### config.mk
export PLATFORM = sky130hd
export DESIGN_NAME = l1_mem_arbiter
export DESIGN_NICKNAME = d
export VERILOG_FILES = /design/src/rtl/l1_mem_arb_pkg.sv /design/src/rtl/l1_mem_arb_rr.sv /design/src/rtl/l1_mem_arbiter.sv
export SDC_FILE = /design/constraint.sdc
export NUM_CORES = 1
export LEC_CHECK = 0
export ABC_AREA = 1
export CAP_MARGIN = 20
export CORE_AREA = 3 3 290 292
export DETAILED_ROUTE_END_ITERATION = 8
export DIE_AREA = 0 0 293 295
export PLACE_DENSITY = 0.35
export SETUP_SLACK_MARGIN = 0.4
export SLEW_MARGIN = 15
export SYNTH_ARGS = -nofsm -noshare
export SYNTH_HDL_FRONTEND = slang
export SYNTH_HIERARCHICAL = 1
export SYNTH_SLANG_ARGS = --single-unit
### constraint.sdc
create_clock -name clk -period 2.95 [get_ports clk]
set_clock_uncertainty 0.1 [all_clocks]
set_input_delay 0.4425 -clock clk [delete_from_list [all_inputs] [get_ports clk]]
set_output_delay 0.4425 -clock clk [all_outputs]
set_load 0.05 [all_outputs]
### src/rtl/l1_mem_arb_pkg.sv
// Shared types for the L1 memory arbiter: FSM states, requester ids and
// the latched request buffer that drives the memory-side port.
package l1_mem_arb_pkg;

  // Default line geometry: 4 words per line, 128-bit lines.
  localparam int OFFSET_WIDTH = 2;
  localparam int LINE_W       = 32 * (1 << OFFSET_WIDTH);

  typedef enum logic [1:0] {
    IDLE   = 2'd0,
    BUSY_I = 2'd1,
    BUSY_D = 2'd2
  } arb_state_t;

  typedef enum logic {
    OWN_I = 1'b0,
    OWN_D = 1'b1
  } owner_t;

  typedef struct packed {
    logic [31:0]       addr;
    logic              we;
    logic              SUC;
    logic [1:0]        size;
    logic [LINE_W-1:0] wdata;
  } mem_req_t;

endpackage

### src/rtl/l1_mem_arb_rr.sv
// Two-way round-robin picker: a lone eligible requester always wins,
// a tie goes to whichever requester did not win last time.
module l1_mem_arb_rr
  import l1_mem_arb_pkg::*;
(
  input  logic [1:0] eligible,
  input  owner_t     last_grant,
  output logic       grant_valid,
  output owner_t     grant_id
);

  // Pick the winner from the eligible vector (bit 0 = Icache, bit 1 = Dcache).
  always_comb begin
    grant_valid = |eligible;
    grant_id    = OWN_I;
    if (eligible == 2'b11) begin
      grant_id = (last_grant == OWN_I) ? OWN_D : OWN_I;
    end else if (eligible[1]) begin
      grant_id = OWN_D;
    end
  end

endmodule

### src/rtl/l1_mem_arbiter.sv
// Shares the single memory port between the Icache miss path and the
// Dcache miss/write path. One owner at a time, round-robin on ties, the
// winner's request is latched so the memory side sees stable signals,
// and completion/read data is routed back to the owner only.
module l1_mem_arbiter
  import l1_mem_arb_pkg::*;
#(
  parameter int offset_width = OFFSET_WIDTH,
  localparam int LW = 32 * (1 << offset_width)
) (
  input  logic          clk,
  input  logic          rst,

  input  logic          icache_mem_req,
  input  logic [31:0]   addr_icache_mem,
  input  logic          icache_mem_SUC,
  input  logic [1:0]    icache_mem_size,
  output logic          mem_icache_dataOK,
  output logic [LW-1:0] din_mem_icache,

  input  logic          dcache_mem_req,
  input  logic          dcache_mem_we,
  input  logic [31:0]   addr_dcache_mem,
  input  logic          dcache_mem_SUC,
  input  logic [1:0]    dcache_mem_size,
  input  logic [LW-1:0] dout_dcache_mem,
  output logic          mem_dcache_dataOK,
  output logic [LW-1:0] din_mem_dcache,

  output logic          arb_mem_req,
  output logic          arb_mem_we,
  output logic [31:0]   arb_mem_addr,
  output logic          arb_mem_SUC,
  output logic [1:0]    arb_mem_size,
  output logic [LW-1:0] arb_mem_wdata,
  input  logic          mem_arb_dataOK,
  input  logic [LW-1:0] mem_arb_rdata
);

  arb_state_t state_q, state_d;
  owner_t     last_grant_q, last_grant_d;
  logic [1:0] served_mask_q, served_mask_d;
  mem_req_t   req_buf_q, req_buf_d;

  logic [1:0] eligible;
  logic       grant_valid;
  owner_t     grant_id;

  // A requester that just finished is held out of the first idle cycle so a
  // req that drops one cycle late does not trigger a phantom second grant.
  assign eligible = {dcache_mem_req & ~served_mask_q[1],
                     icache_mem_req & ~served_mask_q[0]};

  l1_mem_arb_rr u_rr (
    .eligible    (eligible),
    .last_grant  (last_grant_q),
    .grant_valid (grant_valid),
    .grant_id    (grant_id)
  );

  // State, fairness history, served mask and request buffer registers.
  always_ff @(posedge clk) begin
    if (rst) begin
      state_q       <= IDLE;
      last_grant_q  <= OWN_D;
      served_mask_q <= 2'b00;
      req_buf_q     <= '0;
    end else begin
      state_q       <= state_d;
      last_grant_q  <= last_grant_d;
      served_mask_q <= served_mask_d;
      req_buf_q     <= req_buf_d;
    end
  end

  // Next-state logic: grant and latch in IDLE, wait for completion in BUSY.
  always_comb begin
    state_d       = state_q;
    last_grant_d  = last_grant_q;
    served_mask_d = 2'b00;
    req_buf_d     = req_buf_q;
    case (state_q)
      IDLE: begin
        if (grant_valid) begin
          last_grant_d = grant_id;
          if (grant_id == OWN_I) begin
            state_d         = BUSY_I;
            req_buf_d.addr  = addr_icache_mem;
            req_buf_d.we    = 1'b0;
            req_buf_d.SUC   = icache_mem_SUC;
            req_buf_d.size  = icache_mem_size;
            req_buf_d.wdata = '0;
          end else begin
            state_d         = BUSY_D;
            req_buf_d.addr  = addr_dcache_mem;
            req_buf_d.we    = dcache_mem_we;
            req_buf_d.SUC   = dcache_mem_SUC;
            req_buf_d.size  = dcache_mem_size;
            req_buf_d.wdata = dout_dcache_mem;
          end
        end
      end
      BUSY_I: begin
        if (mem_arb_dataOK) begin
          state_d       = IDLE;
          served_mask_d = 2'b01;
        end
      end
      BUSY_D: begin
        if (mem_arb_dataOK) begin
          state_d       = IDLE;
          served_mask_d = 2'b10;
        end
      end
      default: begin
        state_d = IDLE;
      end
    endcase
  end

  // Memory side is driven straight from the buffer so it cannot glitch
  // when the caches change their inputs mid-transaction.
  assign arb_mem_req   = (state_q == BUSY_I) || (state_q == BUSY_D);
  assign arb_mem_we    = req_buf_q.we;
  assign arb_mem_addr  = req_buf_q.addr;
  assign arb_mem_SUC   = req_buf_q.SUC;
  assign arb_mem_size  = req_buf_q.size;
  assign arb_mem_wdata = req_buf_q.wdata;

  // Completion goes back only to the owner; a stray pulse in IDLE is dropped.
  assign mem_icache_dataOK = (state_q == BUSY_I) && mem_arb_dataOK;
  assign mem_dcache_dataOK = (state_q == BUSY_D) && mem_arb_dataOK;
  assign din_mem_icache    = mem_icache_dataOK ? mem_arb_rdata : '0;
  assign din_mem_dcache    = mem_dcache_dataOK ? mem_arb_rdata : '0;

endmodule

Yosys cells after proc, flatten, opt, wreduce, memory -nomap -nowiden
Index checks and enable logic that the tools add are counted.
{"block": "totals", "register_bits": 169, "inputBits": 332, "output_inout_bits": 423}
{"block": "op_classes", "n_eq_ne": 5, "muxes": 13, "bitwise_logic": 4, "n_reduce_logical": 8}
{"operator": "$mux 128", "count": 2}
{"operator": "$mux 164", "count": 1}
{"operator": "$mux 2", "count": 4}
{"operator": "$pmux 2 s2", "count": 2}
{"operator": "$eq 2x2->1 const B", "count": 2}
{"operator": "$mux 1", "count": 4}
{"operator": "$reduce_and 2->1", "count": 2}
{"operator": "$reduce_or 2->1", "count": 2}
{"operator": "$and 1x1->1", "count": 2}
{"operator": "$eq 2x1->1 const B", "count": 1}
{"operator": "$logic_and 1x1->1", "count": 2}
{"operator": "$logic_not 2->1", "count": 1}
{"operator": "$ne 2x1->1 const B", "count": 1}
{"operator": "$ne 2x2->1 const B", "count": 1}
{"operator": "$not 1->1", "count": 2}
{"operator": "$logic_or 1x1->1", "count": 1}

Longest topological paths before layout
{"block": "depth", "ltp_word": 7, "mapped_depth": 11, "depth_no_buf": 9}

Hierarchy
Netlist, hierarchy kept.
{"module": "l1_mem_arbiter", "n_inst": 1, "cells_each": 1306, "area_per_inst_um2": 7946.4, "seq_area_each_um2": 3383.2}
{"module": "l1_mem_arb_rr", "n_inst": 1, "cells_each": 3, "area_per_inst_um2": 15.0, "seq_area_each_um2": 0.0}

Worst setup path after synthesis
Ideal clock, no wire load.
{"block": "synth_timing", "kind": "flip-flop to output port", "startpoint": "register state_q[0]", "endpoint": "output din_mem_dcache[118]", "t_arrival_ps": 1639, "setup_slack_ps": 768, "path_stages_with_launch": 7, "n_path_buf": 2, "path_cell_list": "dfxtp_1 inv_1 ha_1 nand2_1 clkbuf_1 clkbuf_1 nor2_1"}
{"block": "synth_via", "elab_chain_len": 3}
{"item": "from (decl)", "line_no": "l1_mem_arbiter.sv:40", "rtl": "arb_state_t state_q, state_d;"}
{"item": "from (signal assigned)", "line_no": "l1_mem_arbiter.sv:69", "rtl": "state_q <= state_d;"}
{"item": "$eq 2x2->1", "line_no": "l1_mem_arbiter.sv:132", "rtl": "assign mem_dcache_dataOK = (state_q == BUSY_D) && mem_arb_dataOK;"}
{"item": "$logic_and 1x1->1", "line_no": "l1_mem_arbiter.sv:132"}
{"item": "$mux 128", "line_no": "l1_mem_arbiter.sv:134", "rtl": "assign din_mem_dcache = mem_dcache_dataOK ? mem_arb_rdata : '0;"}
{"item": "to (decl)", "line_no": "l1_mem_arbiter.sv:28", "rtl": "output logic [LW-1:0] din_mem_dcache,"}
No other way between the ends.

Worst setup path after layout
{"block": "layout_timing", "startpoint": "register state_q[0]", "endpoint": "output din_mem_dcache[90]"}
The elaborated chain is that of the path after synthesis.

==> impl_results.md <==
* Routed vias at 10,800
* Synthesized area per cell at 6.08 µm²
* Final #Nets at between 2,000 and 2,500
* Syn Std Cell Area at between 7000 and 8000 µm²
* Yosys top cell area share at between 40% and 50%
* Residual DRC count at 0
* Largest cells by area after synthesis: dfxtp_1 42%, nand2_1 17%, nor2_1 16%
* GRT overflow at 0
* Starting Density at 9.73%
* # rows at 105
* GPL Wtd Cong at 0.831
* Synth warn at 6
* Most frequent cells after synthesis: 352 x nand2_1, 329 x nor2_1, 198 x inv_1
* Power per cell area at 417 nW/µm²
* Setup violators final at 0
* WS Path Type: flip-flop to output pin
* Core Region at 81,800 µm²
* Drt wl/cell at just over 20 µm
* Least-Margin Pin Slew at around 0.75 ns
* Storage cell area at around 3400 µm²
* Port bufs at between 700 and 800
* CP max-delay cell: dfxtp_1
* Minimum clock period at between 2 and 3 ns
* Max IR drop VDD at around 0.00037 V
* Clock sinks at approximately 170
* Worst path arrival time at about 2 ns
* WHS at 0.309 ns
* Flops & latches, synth at between 150 and 200
* Area delta synth->final at 160%
* CP Launch Type: flip-flop
* Final Slew Violations at 0
* Drt total wl at 64.3 mm
* Die Y at roughly 300 µm
* Fraction of layout cells with a size suffix above 1 at a little over 20%
* Most common cell in the synthesized netlist: nand2_1
* Multi-input logic area at ~3800 µm²
* Max-cap violations at 0
* Post-Syn Nets at 1,644
* Die area at just under 90,000 µm²
* Critical Path End Type: output pin
* Register area share after synthesis at around 42%
* Number of global-route vias before repair at between 10,000 and 15,000
* Initial antenna violation count at 21
* Hold buffer count at CTS at 0
* Critical path's largest stage delay at between 0.3 and 0.4 ns
* Asr flop ratio synth at 0%
* Synthesized netlist cell count at ~1,300
* H-tree depth at 4
* Reg clk slew, reported paths at 0.08 ns
* Outcome: finished, final reports clean
* Final Hold Fails at 0
* Final period utilization at 86.6%
* Hold WC Path Type: primary input to flip-flop
* Largest net degree at the start of global routing at 85
* RSZ-0062 raised after global routing: true
* Final core utilization at about 25%
* Final setup TNS at 0 ns
* CP Cell Sequence: inv_1 -> ha_4 -> nand2_8 -> buf_16 -> nor2_1 -> buf_12
* ANT nets after route at 0
* TritonRoute pass-1 iters at 5
* Root Driver: clkbuf_16
* Chip width at about 290 µm
* Post-DP HPWL at about 52 mm
* Iter 0 DRT Violations at between 400 and 500
* I/O Pins at about 760
* Fmax at ~0.39 GHz
* Vias/cell at roughly 3.4
* Crit-path max FO at 16
* CTS Buf Count at 17
* Number of synthesized flops with an enable pin at 0
* Relative slew slack at around 50%
* Final-layout fill cell count at approximately 8,900
* CTS tree: yes
* Clk Latency, worst-skew pair at approximately 0.47 ns
* Max clock buf depth at 2
* Area leader, netlist: dfxtp_1
* Leak Pwr at 0.00846 µW
* Synth unique cells at 15
* First-pass GRT wire length at around 85 mm
* Total GRT Usage at approximately 14%
* Req. time, crit path at 2.41 ns
* Synth Flop Type: dfxtp_1
-- path summary, 6_finish.rpt --
check	cells after the start	start	slack [ns]	to
min	2	rst	0.31	arb_mem_wdata[109]
min reg2reg	2	arb_mem_wdata[35]	0.37	arb_mem_wdata[35]
max reg2reg	7	state_q[0]	0.76	arb_mem_addr[0]
max	6	state_q[0]	0.39	din_mem_dcache[90]
-- flip-flops by register name, indices dropped and copies added (netlist names) --
| register | count |
|---|---|
| arb_mem_we | 1 |
| arb_mem_wdata | 128 |
| arb_mem_addr | 32 |
| arb_mem_size | 2 |
| last_grant_q | 1 |
| served_mask_q | 2 |
| arb_mem_SUC | 1 |
| state_q | 2 |
-- cell families after synthesis --
family	synth area share, %
adders and majority gates	0.472
and+or+nand+nor	33.2
buffers and inverters	14.1
AOI/OAI and AO/OA	9.74
DFF	42.5
-- timing repair --
action | CTS | global route
gates cloned | 2 | 10
buffers inserted | 0 | 6
pin swaps | 0 | 0
setup endpoints to repair | 223 | 220
resized for setup | 19 | 96
-- cells in the final DEF, fill, tap and decap left out --
master and instances:
a21oi_1 155, buf_12 270, buf_16 4, buf_4 16, buf_6 4, buf_8 1, bufbuf_16 1, clkbuf_16 23
clkbuf_2 1, clkdlybuf4s50_1 493, clkinv_1 1, clkinv_4 1, clkinv_8 5, dfxtp_1 169, diode_2 5, dlygate4sd2_1 1
ha_1 1, ha_4 2, inv_1 198, inv_12 2, inv_6 4, inv_8 3, nand2_1 349, nand2_4 3
nand2_8 2, nand3_1 13, nor2_1 246, nor2_2 83, nor2_4 1, nor3_1 2, or2_1 1
-- area by class of cell --
class | instances | share of cell area, %
inverter | 199 | 3.61
multi-input combinational | 858 | 18.2
sequential | 169 | 16.4
tap | 1070 | 6.47
antenna | 5 | 0.0605
clock buffer | 17 | 2.06
timing repair buffer | 797 | 52.3
clock inverter | 15 | 0.926
-- stage by stage --
step | worst slack, ns | instances | total power (µW) | cell area (µm²)
3_5_place_dp | 0.240 | 3075 | 6150 | 19400
4_1_cts | 0.225 | 3109 | 8750 | 20200
2_1_floorplan | 0.768 | 1309 | 4330 | 7960
3_3_place_gp | 0.273 | 3075 | 6150 | 19400
6_report | 0.395 | 3130 | 8620 | 20700
5_1_grt | 0.285 | 3127 | 9080 | 20700
-- metal layers --
metal	global-route usage (%)	up-vias	share of wire, %
met4	4.64	16	2.6
met5	0	-	0.16
met2	26.1	445	53
met3	5.72	79	8.6
met1	13.8	4924	35
li1	-	5327	-
-- critical path, delay by kind of cell, from the launching register on --
family | cells | cell delay [ns]
buffers and inverters | 3 | 0.57
and+or+nand+nor | 2 | 0.39
DFF | 1 | 0.36
adders and majority gates | 1 | 0.20
-- report_power, final --
part,switching [µW],internal (µW)
combinational,2170,1450
clock,1270,1170
sequential,99.1,2460
No activity file was read; power rests on OpenSTA's default activity.
